`config.mk`:
```
export PLATFORM = sky130hd
export DESIGN_NAME = fpu_issue_queue
export DESIGN_NICKNAME = d
export VERILOG_FILES = /design/src/rtl/fpu_issue_queue.sv
export SDC_FILE = /design/constraint.sdc
export NUM_CORES = 1
export LEC_CHECK = 0
export ABC_AREA = 1
export CORE_ASPECT_RATIO = 1.5
export CORE_MARGIN = 4
export CORE_UTILIZATION = 35
export CTS_CLUSTER_SIZE = 14
export DETAILED_ROUTE_END_ITERATION = 12
export PLACE_DENSITY_LB_ADDON = 0.05
export SLEW_MARGIN = 0
export SYNTH_ARGS = -nofsm -noshare
export SYNTH_HDL_FRONTEND = slang
export SYNTH_SLANG_ARGS = --single-unit
```
`constraint.sdc`:
```
create_clock -name clk -period 3.85 [get_ports clk]
set_input_delay 0.5775 -clock clk [delete_from_list [all_inputs] [get_ports clk]]
set_output_delay 0.5775 -clock clk [all_outputs]
set_load 0.005 [all_outputs]
```
`src/rtl/fpu_issue_queue.sv`:
```
// fpu_issue_queue
//   Request/response buffer between the CPU-side FPU handshake and an FPU
//   core. The CPU can queue up to DEPTH operations back-to-back. Issue to the
//   core is credit limited so that every core result always has a response
//   slot. Results return in order, and the tags the core returns are checked
//   against the order in which requests were issued.
//
//   Optional feature macro: FPU_ISSUE_BYPASS_EN
//     When defined, a request that arrives while the request FIFO is empty,
//     with credit available and core_ready high, is sent to the core
//     combinationally in the same cycle and is not written into the FIFO.
//     When undefined, every request passes through the FIFO. Issue then takes
//     at least one cycle, and there is no combinational path from the request
//     inputs to core_*.
//
// Ports
//   clk, reset              rising-edge clock; asynchronous active-low reset
//   in_valid / fpu_ready    CPU request handshake
//   operator, rounding_mode, tag, inOp1, inOp2   request fields
//   core_valid / core_ready request handshake to the core
//   core_operator, core_rounding_mode, core_tag, core_op1, core_op2
//                           head request fields
//   core_result_valid, core_tag_out, core_result, core_exception
//                           one-cycle result pulse from the core
//   result_valid / cpu_ready response handshake to the consumer
//   tag_out, result, exception   response head fields
//   inflight                requests issued to the core with no result yet
//   order_err               sticky tag-order / unexpected-result error
module fpu_issue_queue #(
  parameter int EXP_WIDTH = 8,
  parameter int MAN_WIDTH = 23,
  parameter int DEPTH     = 4,
  parameter int TAG_WIDTH = 4,
  parameter int OP_WIDTH  = 3
) (
  input  logic                          clk,
  input  logic                          reset,
  input  logic                          in_valid,
  output logic                          fpu_ready,
  input  logic [OP_WIDTH-1:0]           operator,
  input  logic [2:0]                    rounding_mode,
  input  logic [TAG_WIDTH-1:0]          tag,
  input  logic [EXP_WIDTH+MAN_WIDTH:0]  inOp1,
  input  logic [EXP_WIDTH+MAN_WIDTH:0]  inOp2,
  output logic                          core_valid,
  input  logic                          core_ready,
  output logic [OP_WIDTH-1:0]           core_operator,
  output logic [2:0]                    core_rounding_mode,
  output logic [TAG_WIDTH-1:0]          core_tag,
  output logic [EXP_WIDTH+MAN_WIDTH:0]  core_op1,
  output logic [EXP_WIDTH+MAN_WIDTH:0]  core_op2,
  input  logic                          core_result_valid,
  input  logic [TAG_WIDTH-1:0]          core_tag_out,
  input  logic [EXP_WIDTH+MAN_WIDTH:0]  core_result,
  input  logic                          core_exception,
  output logic                          result_valid,
  input  logic                          cpu_ready,
  output logic [TAG_WIDTH-1:0]          tag_out,
  output logic [EXP_WIDTH+MAN_WIDTH:0]  result,
  output logic                          exception,
  output logic [$clog2(DEPTH):0]        inflight,
  output logic                          order_err
);

  localparam int DATA_W = 1 + EXP_WIDTH + MAN_WIDTH;
  localparam int AW     = $clog2(DEPTH);
  localparam int REQ_W  = OP_WIDTH + 3 + TAG_WIDTH + 2 * DATA_W;
  localparam int RESP_W = TAG_WIDTH + DATA_W + 1;
  localparam logic [AW:0]   PTR_ONE = (AW+1)'(1);
  localparam logic [AW+1:0] DEPTH_V = (AW+2)'(DEPTH);

  // Request FIFO
  logic [REQ_W-1:0] req_mem [DEPTH];
  logic [AW:0]      req_wptr, req_rptr;
  logic [REQ_W-1:0] req_in, req_head, core_req;
  logic             req_full, req_empty, req_push, req_pop;

  // In-flight tag FIFO
  logic [TAG_WIDTH-1:0] tag_mem [DEPTH];
  logic [AW:0]          tag_wptr, tag_rptr;
  logic [TAG_WIDTH-1:0] tag_head;

  // Response FIFO
  logic [RESP_W-1:0] resp_mem [DEPTH];
  logic [AW:0]       resp_wptr, resp_rptr, resp_count;
  logic              resp_empty, resp_pop;

  logic          init_q;
  logic [AW+1:0] used;
  logic          credit, bypass, issue, res_hit, res_stray, res_mis;

  assign req_in    = {operator, rounding_mode, tag, inOp1, inOp2};
  assign req_head  = req_mem[req_rptr[AW-1:0]];
  assign req_empty = (req_wptr == req_rptr);
  assign req_full  = (req_wptr[AW] != req_rptr[AW]) &&
                     (req_wptr[AW-1:0] == req_rptr[AW-1:0]);

  // init_q keeps fpu_ready low while reset is held and for the release cycle.
  assign fpu_ready = init_q && !req_full;

  assign inflight   = tag_wptr - tag_rptr;
  assign tag_head   = tag_mem[tag_rptr[AW-1:0]];
  assign resp_count = resp_wptr - resp_rptr;
  assign resp_empty = (resp_wptr == resp_rptr);

  // Results already owed plus results already buffered must leave room for
  // one more, so a core result can never find the response FIFO full.
  assign used   = {1'b0, inflight} + {1'b0, resp_count};
  assign credit = (used < DEPTH_V);

`ifdef FPU_ISSUE_BYPASS_EN
  assign bypass   = req_empty && credit && in_valid && fpu_ready && core_ready;
  assign core_req = bypass ? req_in : req_head;
`else
  assign bypass   = 1'b0;
  assign core_req = req_head;
`endif

  assign core_valid = bypass || (!req_empty && credit);
  assign {core_operator, core_rounding_mode, core_tag, core_op1, core_op2} = core_req;

  assign issue    = core_valid && core_ready;
  assign req_push = in_valid && fpu_ready && !bypass;
  assign req_pop  = issue && !bypass;

  assign res_hit   = core_result_valid && (inflight != '0);
  assign res_stray = core_result_valid && (inflight == '0);
  assign res_mis   = res_hit && (core_tag_out != tag_head);

  assign result_valid = !resp_empty;
  assign resp_pop     = result_valid && cpu_ready;
  assign {tag_out, result, exception} = resp_mem[resp_rptr[AW-1:0]];

  always_ff @(posedge clk or negedge reset) begin
    if (!reset) begin
      init_q <= 1'b0;
    end else begin
      init_q <= 1'b1;
    end
  end

  always_ff @(posedge clk or negedge reset) begin
    if (!reset) begin
      req_wptr <= '0;
      req_rptr <= '0;
      for (int unsigned i = 0; i < DEPTH; i++) req_mem[i] <= '0;
    end else begin
      if (req_push) begin
        req_mem[req_wptr[AW-1:0]] <= req_in;
        req_wptr <= req_wptr + PTR_ONE;
      end
      if (req_pop) req_rptr <= req_rptr + PTR_ONE;
    end
  end

  always_ff @(posedge clk or negedge reset) begin
    if (!reset) begin
      tag_wptr <= '0;
      tag_rptr <= '0;
      for (int unsigned i = 0; i < DEPTH; i++) tag_mem[i] <= '0;
    end else begin
      if (issue) begin
        tag_mem[tag_wptr[AW-1:0]] <= core_tag;
        tag_wptr <= tag_wptr + PTR_ONE;
      end
      if (res_hit) tag_rptr <= tag_rptr + PTR_ONE;
    end
  end

  always_ff @(posedge clk or negedge reset) begin
    if (!reset) begin
      resp_wptr <= '0;
      resp_rptr <= '0;
      for (int unsigned i = 0; i < DEPTH; i++) resp_mem[i] <= '0;
    end else begin
      if (res_hit) begin
        resp_mem[resp_wptr[AW-1:0]] <= {core_tag_out, core_result, core_exception};
        resp_wptr <= resp_wptr + PTR_ONE;
      end
      if (resp_pop) resp_rptr <= resp_rptr + PTR_ONE;
    end
  end

  always_ff @(posedge clk or negedge reset) begin
    if (!reset) begin
      order_err <= 1'b0;
    end else if (res_mis || res_stray) begin
      order_err <= 1'b1;
    end
  end

endmodule
```
==> results by group <==
Logic synthesis
  – Post-synthesis compound-gate area fraction: roughly 20%
  – Synth cell types: 31
  – Largest family of logic cells by synthesized area: compound AO/OA/AOI/OAI gates
  – Synth Cell Area: 0.0209 mm2
  – Xor/xnor cell area share of the yosys netlist: 0.669%
  – Syn_nets: ~2500
  – Synth Area in Adders: 1.39%
  – Warning count from the yosys run: 0
  – Average size of a mapped cell: 8.73 um2
  – FF+latch count, synth: 480
  – Post-synthesis simple-gate area fraction: ~14%
  – Mux share of post-synthesis cell area: 0%
  – Synthesized netlist cell count: 2400
  – Register area share after synthesis: a little under three fifths

Detailed routing
  – Drt initial violations: roughly 1200
  – Vias/cell: 5.00
  – ANT nets after route: 0
  – Routed Wire Length: 59.9 mm
  – Total number of vias: 16900
  – Routed len/inst: approximately 18 um
  – DRT Pass-1 Iters: 5
  – Drc violations: 0

Die
  – Die Span Y: just over 300 um
  – Core area: between 0.05 and 0.06 mm2
  – Starting Density: 35.5%
  – Die W: 208 um
  – Cell Rows: 109
  – Die ar.: ~0.064 mm2
  – Ports: roughly 240

Critical path
  – Setup slack, reg-to-reg: about 1.1 ns
  – Critical path cell sequence: inv_2, ha_1, inv_1, fa_1, xor2_1, ha_1, nor3_1, o21a_2, nand2_1, inv_1, clkdlybuf4s50_1
  – CP Launch Point: resp_wptr[0]
  – Crit-path leading delay family: adder cells
  – Arrival @ worst endpoint: between 3 and 4 ns
  – Max Fanout on Critical Path: 4
  – CP max-delay cell: clkdlybuf4s50_1
  – Crit-path max cell delay: approximately 0.5 ns
  – Crit end category: output port
  – Req. time, crit path: approximately 3.3 ns
  – R2R depth: 11
  – Crit path buf inv count: 4
  – FF-to-FF End: tag_mem[2]
  – Critical R2R Launch: resp_wptr[0]
  – Crit Path Category: reg -> out
  – Crit path launch type: flip-flop

Power
  – Total Power: between 0.02 and 0.025 W
  – Internal: 0.0149 W
  – Comb pwr share: 44.3%
  – Seq pwr share: 35.7%
  – Peak supply drop: between 0.4 and 0.5 mV
  – Leakage: between 10 and 15 nW
  – Clk pwr share: approximately a fifth
  – Net Sw Power: about 0.0091 W
  – Pwr dens: between 900 and 1000 mW/mm2
  – Switching share of power: between 30% and 40%

STA
  – Fin crit period: roughly 3.7 ns
  – Final period util: a little over nine tenths
  – Max Freq: 274 MHz
  – Worst-Margin Slew: approximately 0.95 ns
  – Max Slew Vio Count: 0
  – Setup_tns: 0 ns
  – Final Hold Viols: 0
  – Max-slew headroom: a little over a third
  – Hold WS: between 0.06 and 0.07 ns
  – RSZ-0062 raised after global routing: no
  – Count of final setup violators: 0
  – Worst Skew: 0.0221 ns

Cells and area
  – Register area: roughly 0.012 mm2
  – Share of layout cells above drive strength 1: between 5 and 6%
  – NumNets Final: between 2000 and 3000
  – Area grow syn2layout: 22.6%
  – Filler cells: roughly 5800
  – Area of the multi-input gates: between 0.007 and 0.008 mm2
  – Post-Route Utilization: ~43%
  – Final instance area: roughly 0.026 mm2
  – Max reg flops: just under 300
  – Most common cell after layout, fill and taps aside: nand2_1
  – Most frequent cells in the layout: 520 x nand2_1, 477 x dfrtp_1, 462 x o21ai_0, 233 x clkdlybuf4s50_1, 220 x nor2_1
  – Reg with most FFs: req_mem
  – Top flop regs: req_mem x296, resp_mem x148, tag_mem x16

GRT
  – GR Util All Layers: ~19%
  – Global route overflow: 0
  – First-pass GRT wire length: approximately 100 mm
  – Initial antenna violation count: 6
  – Vias in the first global route: 17400
  – Largest net degree at the start of global routing: approximately 140

Run
  – Max-Cap Viols: 0

Clock network
  – CTS Buffer Depth: 3
  – Clock sinks: 480
  – Worst-path clk slew: roughly 0.06 ns
  – CTS H-Tree Depth: 2
  – Root Driver: clkbuf_16
  – CTS tree: yes
  – CTS Hold Bufs: 0
  – Clk_lat worst skew: approximately 0.6 ns
  – CTS buffer count: 50

Outcome
  – Status: complete, no violations

Place
  – DP Area: ~0.024 mm2
  – Hpwl dp: 35.9 mm
  – Number of port buffers: roughly 230
  – Final Wtd Congestion: between 0.7 and 0.8

Hold path
  – Hold Crit Class: in -> async
worst reg2reg max path, delay by kind of cell (launching register included):
family	cells	cell delay, ns
flip-flops	1	0.39
AND/OR/NAND/NOR	2	0.54
adder cells (fa/ha/maj)	3	0.80
AO/OA/AOI/OAI	2	0.47
XOR/XNOR	1	0.17
buffers and inverters	3	0.27
cell usage after synthesis:
library cell,count,share of area (%)
nand4_2,4,0.24
nor2_1,220,3.9
o21a_1,1,0.036
buf_2,52,1.2
a21oi_1,6,0.14
nand4_1,4,0.12
conb_1,1,0.018
clkbuf_1,72,1.3
clkbuf_2,9,0.22
ha_1,20,1.2
xor2_1,11,0.46
dfrtp_1,480,57
nand3_1,17,0.41
fa_1,2,0.19
nand2_2,2,0.060
nand3_2,1,0.048
nand2_4,1,0.054
o21ai_1,218,5.2
nor3_1,1,0.024
xnor2_1,5,0.21
clkinv_1,1,0.018
a32o_1,4,0.19
buf_4,31,1.1
o22ai_1,107,3.2
nand2_1,524,9.4
inv_4,1,0.030
o21ai_0,462,11
buf_1,5,0.090
inv_2,1,0.018
inv_1,136,2.4
a21oi_2,1,0.042
layout make-up:
class                   instances  area share (%)
flip-flops and latches        480            46.8
multi-input cells            1612            29.7
repair buffers                274            11.3
clock buffers                  74            5.89
well taps                     777            3.78
inverters                     139            2.05
clock inverters                13           0.404
diodes                          2          0.0195
per-layer routing:
layer  wire [um]  track usage (%)
met5          55                0
met4        1710             5.87
met3        3510             4.16
met2       28800             32.0
met1       25800             23.4
worst max-delay path by stage:
stage                            end  slack [ns]  depth (start not counted)
after floorplan           core_valid        1.18                         10
final                     core_valid        0.19                         11
after global placement    core_valid        0.54                         12
after detailed placement  core_valid        0.50                         12
after global routing      core_valid        0.01                         13
after CTS                 core_valid        0.04                         12
kinds of logic after synthesis:
group | count (synthesis)
compound gates | 799
xor+xnor | 16
fa+ha+maj | 22
buf+inv | 308
flops | 480
other cells | 1
simple gates | 774
what timing repair did:
item	in CTS	in global routing
gates resized for setup	2	4
setup endpoints to repair	1	1
setup buffers	2	1
power by group through the flow:
stage,clock network (W),registers (W),logic (W)
final,0.00481,0.00859,0.0106
after global routing,0.00519,0.00888,0.0120
after CTS,0.00500,0.00857,0.0109
after detailed placement,0,0.00864,0.0108
after global placement,0,0.00858,0.0107
after floorplan,0,0.00833,0.00608
stage by stage:
stage          std cells  worst slack, ns
4_1_cts             3368           0.0392
3_5_place_dp        3279            0.501
5_1_grt             3370           0.0146
3_3_place_gp        3279            0.542
2_1_floorplan       2400             1.18
6_report            3371            0.194
No activity file was read; power rests on OpenSTA's default activity.
